--- config.mk ---
export PLATFORM = sky130hd
export DESIGN_NAME = pixie_dp_back_end
export DESIGN_NICKNAME = d
export VERILOG_FILES = /design/src/rtl/pixie_dp_back_end.sv
export SDC_FILE = /design/constraint.sdc
export NUM_CORES = 1
export LEC_CHECK = 0
export CAP_MARGIN = 20
export CORE_MARGIN = 2
export CORE_UTILIZATION = 63
export CTS_BUF_LIST = sky130_fd_sc_hd__clkbuf_4
export DETAILED_ROUTE_END_ITERATION = 8
export PLACE_DENSITY = 0.88
export SYNTH_ARGS = -nofsm -noshare
export SYNTH_HDL_FRONTEND = slang
export SYNTH_SLANG_ARGS = --single-unit
--- constraint.sdc ---
create_clock -name clk -period 4.35 [get_ports clk]
set_input_delay 0.87 -clock clk [delete_from_list [all_inputs] [get_ports clk]]
set_output_delay 0.87 -clock clk [all_outputs]
set_load 0.05 [all_outputs]
--- src/rtl/pixie_dp_back_end.sv ---
// Pixie-style video back end: raster timing, frame-buffer byte fetch and a
// 1-bpp shift-out. Every video output advances only on the pixel-rate enable.
module pixie_dp_back_end #(
  parameter int H_TOTAL     = 112,
  parameter int H_ACT_START = 32,
  parameter int H_ACT_BYTES = 8,
  parameter int HSYNC_START = 0,
  parameter int HSYNC_LEN   = 8,
  parameter int V_TOTAL     = 262,
  parameter int V_ACT_START = 80,
  parameter int V_ACT_LINES = 128,
  parameter int VSYNC_START = 0,
  parameter int VSYNC_LEN   = 4
) (
  input  logic       clk,
  input  logic       reset,
  input  logic       clk_enable,
  input  logic       display_en,
  input  logic [7:0] mem_data,
  output logic [9:0] mem_rd_addr,
  output logic       mem_rd_en,
  output logic       pixel,
  output logic       hsync,
  output logic       vsync,
  output logic       hblank,
  output logic       vblank,
  output logic       frame_start
);

  localparam int STAGES    = 1;
  localparam int H_ACT_PIX = 8 * H_ACT_BYTES;

  typedef struct packed {
    logic hsync;
    logic vsync;
    logic hblank;
    logic vblank;
  } vid_t;

  logic [6:0]      hcount;
  logic [8:0]      vcount;
  logic            line_on;
  logic [7:0]      shreg;
  logic [7:0]      hold;
  // [0] is the one-clk read strobe, [1] marks the clk mem_data is valid
  logic [STAGES:0] vld_pipe;

  logic [6:0] h_pix;
  logic [6:0] h_fetch;
  logic [8:0] v_line;
  logic       h_wrap;
  logic       v_wrap;
  logic       h_act;
  logic       v_act;
  logic       pix_on;
  logic       load;
  logic       fetch;
  logic [9:0] fetch_addr;
  vid_t       vid;

  // Offsets are computed modulo the counter width so one unsigned compare
  // covers both window edges.
  always_comb begin
    h_wrap     = (hcount == 7'(H_TOTAL - 1));
    v_wrap     = (vcount == 9'(V_TOTAL - 1));
    h_pix      = hcount - 7'(H_ACT_START);
    h_fetch    = hcount - 7'(H_ACT_START - 2);
    v_line     = vcount - 9'(V_ACT_START);
    h_act      = (h_pix < 7'(H_ACT_PIX));
    v_act      = (v_line < 9'(V_ACT_LINES));
    pix_on     = h_act && v_act && line_on;
    load       = pix_on && (h_pix[2:0] == 3'd0);
    fetch      = v_act && line_on && (h_fetch < 7'(H_ACT_PIX)) && (h_fetch[2:0] == 3'd0);
    fetch_addr = 10'(v_line) * 10'(H_ACT_BYTES) + 10'(h_fetch[6:3]);
    vid.hsync  = ((hcount - 7'(HSYNC_START)) < 7'(HSYNC_LEN));
    vid.vsync  = ((vcount - 9'(VSYNC_START)) < 9'(VSYNC_LEN));
    vid.hblank = !h_act;
    vid.vblank = !v_act;
  end

  always_ff @(posedge clk or posedge reset) begin
    if (reset) begin
      hcount      <= '0;
      vcount      <= '0;
      line_on     <= 1'b0;
      shreg       <= '0;
      hold        <= '0;
      vld_pipe    <= '0;
      mem_rd_addr <= '0;
      pixel       <= 1'b0;
      hsync       <= 1'b0;
      vsync       <= 1'b0;
      hblank      <= 1'b1;
      vblank      <= 1'b1;
      frame_start <= 1'b0;
    end else begin
      // Capture runs off the strobe pipe, independent of the pixel enable.
      vld_pipe    <= {vld_pipe[STAGES-1:0], clk_enable && fetch};
      frame_start <= clk_enable && h_wrap && v_wrap;
      if (vld_pipe[STAGES]) hold <= mem_data;
      if (clk_enable) begin
        hcount <= h_wrap ? '0 : hcount + 7'd1;
        if (h_wrap) vcount <= v_wrap ? '0 : vcount + 9'd1;
        if (hcount == '0) line_on <= display_en;
        {hsync, vsync, hblank, vblank} <= vid;
        if (fetch) mem_rd_addr <= fetch_addr;
        if (load) begin
          pixel <= hold[7];
          shreg <= {hold[6:0], 1'b0};
        end else if (pix_on) begin
          pixel <= shreg[7];
          shreg <= {shreg[6:0], 1'b0};
        end else begin
          pixel <= 1'b0;
        end
      end
    end
  end

  assign mem_rd_en = vld_pipe[0];

endmodule

Word-level counts from Yosys, hierarchy flattened
Cells that the tools add are included.
{"block": "classes", "add_sub_neg": 6, "mul": 0, "div": 0, "magnitude_cmp": 5, "n_eq_ne": 2, "shift": 0, "n_mux": 6, "bitwise_logic": 0, "n_reduce_logical": 19}
{"operator": "$mux W8", "count": 2}
{"operator": "$lt A7 B7 Y1 const B", "count": 2}
{"operator": "$add A10 B4 Y10", "count": 1}
{"operator": "$add A9 B1 Y9 const B", "count": 1}
{"operator": "$eq A9 B9 Y1 const B", "count": 1}
{"operator": "$logic_and A1 B1 Y1", "count": 9}
{"operator": "$lt A9 B3 Y1 const B", "count": 1}
{"operator": "$lt A9 B8 Y1 const B", "count": 1}
{"operator": "$mux W9", "count": 1}
{"operator": "$sub A9 B7 Y9 const B", "count": 1}
{"operator": "$reduce_and A2 Y1", "count": 4}
{"operator": "$add A7 B1 Y7 const B", "count": 1}
{"operator": "$eq A7 B7 Y1 const B", "count": 1}
{"operator": "$logic_not A7 Y1", "count": 1}
{"operator": "$lt A7 B4 Y1 const B", "count": 1}
{"operator": "$mux W7", "count": 1}
{"operator": "$sub A7 B5 Y7 const B", "count": 1}
{"operator": "$sub A7 B6 Y7 const B", "count": 1}
{"operator": "$logic_not A3 Y1", "count": 2}
{"operator": "$logic_not A1 Y1", "count": 2}
{"operator": "$mux W1", "count": 2}
{"operator": "$reduce_bool A2 Y1", "count": 1}
{"block": "totals", "register_bits": 51, "latchBits": 0, "ram_bits": 0, "mem_bits_ro": 0, "input_bits": 12, "out_inout_bits": 17, "word_cells": 51, "n_memories": 0}

Logic depth before layout (Yosys ltp)
{"block": "logic_depth", "depth_word": 7, "ltp_mapped": 8, "ltp_nobuf": 7}

Least setup slack after synthesis
OpenSTA, ideal clock, no wires.
{"block": "synth_path", "path_type": "input port to flip-flop", "start": "input port clk_enable", "end": "register vcount[8]", "setup_time_ps": 76, "arrival_time_ps": 2050, "t_required_ps": 4274, "path_slack_ps": 2224, "path_stages": 6, "path_buffers": 2, "path_cell_list": "buf_2 -> nand4_4 -> or3_1 -> buf_6 -> or3_1 -> o21ai_1"}
{"block": "synth_via", "elab_chain_len": 1}
{"item": "start: declaration", "line_no": "17", "rtl": "input logic clk_enable,"}
{"item": "$reduce_and A2 Y1 (no source line)"}
{"item": "end signal: assignment", "line_no": "103", "rtl": "if (h_wrap) vcount <= v_wrap ? '0 : vcount + 9'd1;"}
{"item": "end: declaration", "line_no": "41", "rtl": "logic [8:0] vcount;"}
Every way passes these cells.
A chain may end at the register's enable or synchronous reset.

Final worst setup path
{"block": "layout_path", "start": "register vcount[4]", "end": "register mem_rd_addr[8]"}
{"block": "layout_via", "elab_chain_len": 6, "word_cells_on_any_way": 7, "cone_classes": "2 x add/sub; 1 x order compare; 4 x reduce/logical"}
{"item": "$sub A9 B7 Y9 (*)", "line_no": "68", "rtl": "v_line = vcount - 9'(V_ACT_START);"}
{"item": "$lt A9 B8 Y1", "line_no": "70", "rtl": "v_act = (v_line < 9'(V_ACT_LINES));"}
{"item": "$logic_and A1 B1 Y1 (3 in series)", "line_no": "73", "rtl": "fetch = v_act && line_on && (h_fetch < 7'(H_ACT_PIX)) && (h_fetch[2:0] == 3'd0);"}
{"item": "$reduce_and A2 Y1 (no source line)"}
{"item": "end signal: assignment", "line_no": "106", "rtl": "if (fetch) mem_rd_addr <= fetch_addr;"}
{"item": "end: declaration", "line_no": "20", "rtl": "output logic [9:0] mem_rd_addr,"}
Every way passes the cells marked *; elsewhere a longest branch is shown, timed or not.

==> results.ini <==
[status]
status=finished clean

[routing]
drc=0
wirelength_um=5120
wl_per_cell_um=16.3
drtIter0Drc=170
first_pass_iters=4
via_per_inst=6.09
vias=1911
drtAntennaViolNets=0

[pwr]
p_comb_frac=0.244
power.switching_w=0.000360
pwr-share-seq=0.553
ir_worst_vdd_uv=412
switching_share=0.344
cellLeakagePower_nw=1.32
power_density_nw_per_um2=351
clockPowerShare=0.202
intPower_w=0.000685

[synth]
ys_top_cells_by_area=dfrtp_1 (46%), ha_1 (5.7%), mux2_4 (5.2%)
ys_types=43
yosysTopAreaCell=dfrtp_1
synth_ff_type=dfrtp_1
synth_top_area_share=0.459
yosysWarnings=0
synth-seq-cells=50
synth-seq-area-share=0.479
synth_fp_nets=261
netlist_area_um2=2620
synth_edf_count=0
netlist_instances=237
syn_area_per_cell_um2=11.0
async_flop_share=1.00

[worst_setup_path]
worstPathRequired_ns=4.62
startpoint=vcount[4]
critPathArrivalTime_ns=3.06
r2r.worst_path.cells=6
cp-start-kind=flop
reg2reg_to=mem_rd_addr[8]
critical_path.max_fanout=11
regToRegStartpoint=vcount[4]
endpoint=mem_rd_addr[8]
critPathCaptureType=flop
r2r_slack_ns=1.57
crit_type=flop to flop

[flow_run]
maxCapViolCount=0

[timing]
setup_viol=0
slew_headroom=0.377
rsz0062_at_grt=no
post-route-period-util=0.640
setup_tns_ns=0
hold_viol=0
tightest_slew_ns=0.927
fin_crit_ns=2.78
max_clock_freq_mhz=359
drv_slew=0
fin_worst_skew_ns=0.00654

[grt]
grt_pass1_wl_um=8700
grt_pass1_vias=1855
gr-total-overflow=0
antenna_found_initial=0
grt_max_degree=51
track_usage=0.253

[floorplan]
core_area_um2=4000
start_util=0.654
rows=23
fp.dieArea_um2=4690
dieHeight_um=68.5
num_io_pins=29
die_w_um=68.5

[cts]
cts_num_sinks=50
cts_tree=done
post_cts_resized=0
cts.reportedPaths.clkPinSlew_ns=0.14
clock_path_buffers=2
numCtsBuffers=5
insertion_delay_ns=0.37
cts_hold_buf=0
clock_tree.root_cell=clkbuf_4
htreeDepth=2
post_cts_buffers=0

[final_layout]
syn2layout_area_growth_pct=13.7
instances_no_fill=314
num_antenna_cells=0
drive_gt1_frac=0.155
mostFrequentLayoutCells=dfrtp_1 (48), clkdlybuf4s50_1 (28), o21ai_0 (22)
fillers=280
final_nets=287
layout_commonest_cell=dfrtp_1

[placed_design]
portBuffers=28
place_inst=305
post-dp-hpwl_um=3600
gp_congestion=0.846

[hold_path]
min_path_type=flop to flop
min_delay_path_depth=0

-- routing by layer --
metal | part of all wire | up-vias | global-route usage
met4 | 0.012 | 0 | 0.0850
li1 | - | 883 | -
met1 | 0.42 | 965 | 0.320
met3 | 0.044 | 8 | 0.0609
met2 | 0.53 | 55 | 0.424
met5 | 0 | - | 0
-- logic make-up (layout without fill, tap and decap cells) --
group / Yosys count / count (layout) / share of synthesized area
multiplexers: 21 / 21 / 0.102
AND/OR/NAND/NOR: 64 / 64 / 0.141
buffers and inverters: 25 / 52 / 0.0454
XOR/XNOR: 17 / 17 / 0.0598
flip-flops: 50 / 50 / 0.479
AO/OA/AOI/OAI: 48 / 48 / 0.116
adder cells (fa/ha/maj): 12 / 12 / 0.0574
-- through the flow --
step                      hold slack (ns)  area (um2)  setup slack, ns  utilization  power (W)
final                               0.421        2980             1.57        0.744    0.00105
after global routing                0.419        2980             1.38        0.744    0.00111
after CTS                           0.428        2960             1.55        0.739    0.00105
after detailed placement            0.393        2900             1.25        0.725   0.000840
after global placement              0.398        2900             1.32        0.725   0.000827
after floorplan                     0.473        2620             2.22            -   0.000772
-- flip-flops by register name (all words and copies together), names as in the netlist --
signal and flops:
mem_rd_addr 10, vcount 9, hold 8, hcount 7
shreg 7, vld_pipe 2, frame_start 1, hblank 1
hsync 1, line_on 1, pixel 1, vblank 1
vsync 1
-- critical path: stages, from the launching register on --
cell	delay, ns
dfrtp_1	0.49
inv_1	0.13
ha_1	0.28
xnor2_2	0.27
a32oi_4	0.23
nor4_4	0.87
mux2_2	0.42
-- how the worst min path moves through the flow --
stage	from	end	slack, ns
3_3_place_gp	vld_pipe[0]	vld_pipe[1]	0.40
6_report	vld_pipe[0]	vld_pipe[1]	0.42
4_1_cts	vld_pipe[0]	vld_pipe[1]	0.43
3_5_place_dp	vld_pipe[0]	vld_pipe[1]	0.39
2_1_floorplan	shreg[1]	shreg[1]	0.47
5_1_grt	vld_pipe[0]	vld_pipe[1]	0.42
-- Yosys cell counts (2+ instances only) --
cell type  instances
nor3_1             2
inv_1             14
xnor2_1           13
mux2i_1            2
mux2_2            10
ha_1              12
nor3b_1            2
nand3_1           12
buf_6              2
nand2_1           13
mux2_4             9
nand4_1            6
clkbuf_1           4
o21ai_0           22
and3_1             4
nor2_1            11
dfrtp_1           48
o21ai_1            2
a21oi_1           10
o31ai_1            7
nand2b_1           2
and2b_1            2
buf_4              2
buf_2              2
xor2_1             3
or2_2              2
or3_1              2
dfstp_2            2
-- power groups by stage --
stage / logic [W] / clock network, W / registers (W)
CTS: 0.000257 / 0.000217 / 0.000578
global placement: 0.000245 / 0 / 0.000582
global route: 0.000284 / 0.000238 / 0.000587
floorplan: 0.000190 / 0 / 0.000582
finish: 0.000256 / 0.000211 / 0.000578
detailed placement: 0.000255 / 0 / 0.000585
-- area by class of cell --
class | instances | area (um2) | area share
clock buffers | 6 | 45.0 | 0.0151
clock inverters | 2 | 8.76 | 0.00294
inverters | 14 | 52.6 | 0.0177
multi-input cells | 162 | 1240 | 0.418
flip-flops and latches | 50 | 1250 | 0.421
well taps | 50 | 62.6 | 0.0210
repair buffers | 30 | 308 | 0.103
No activity file was read; power rests on OpenSTA's default activity.
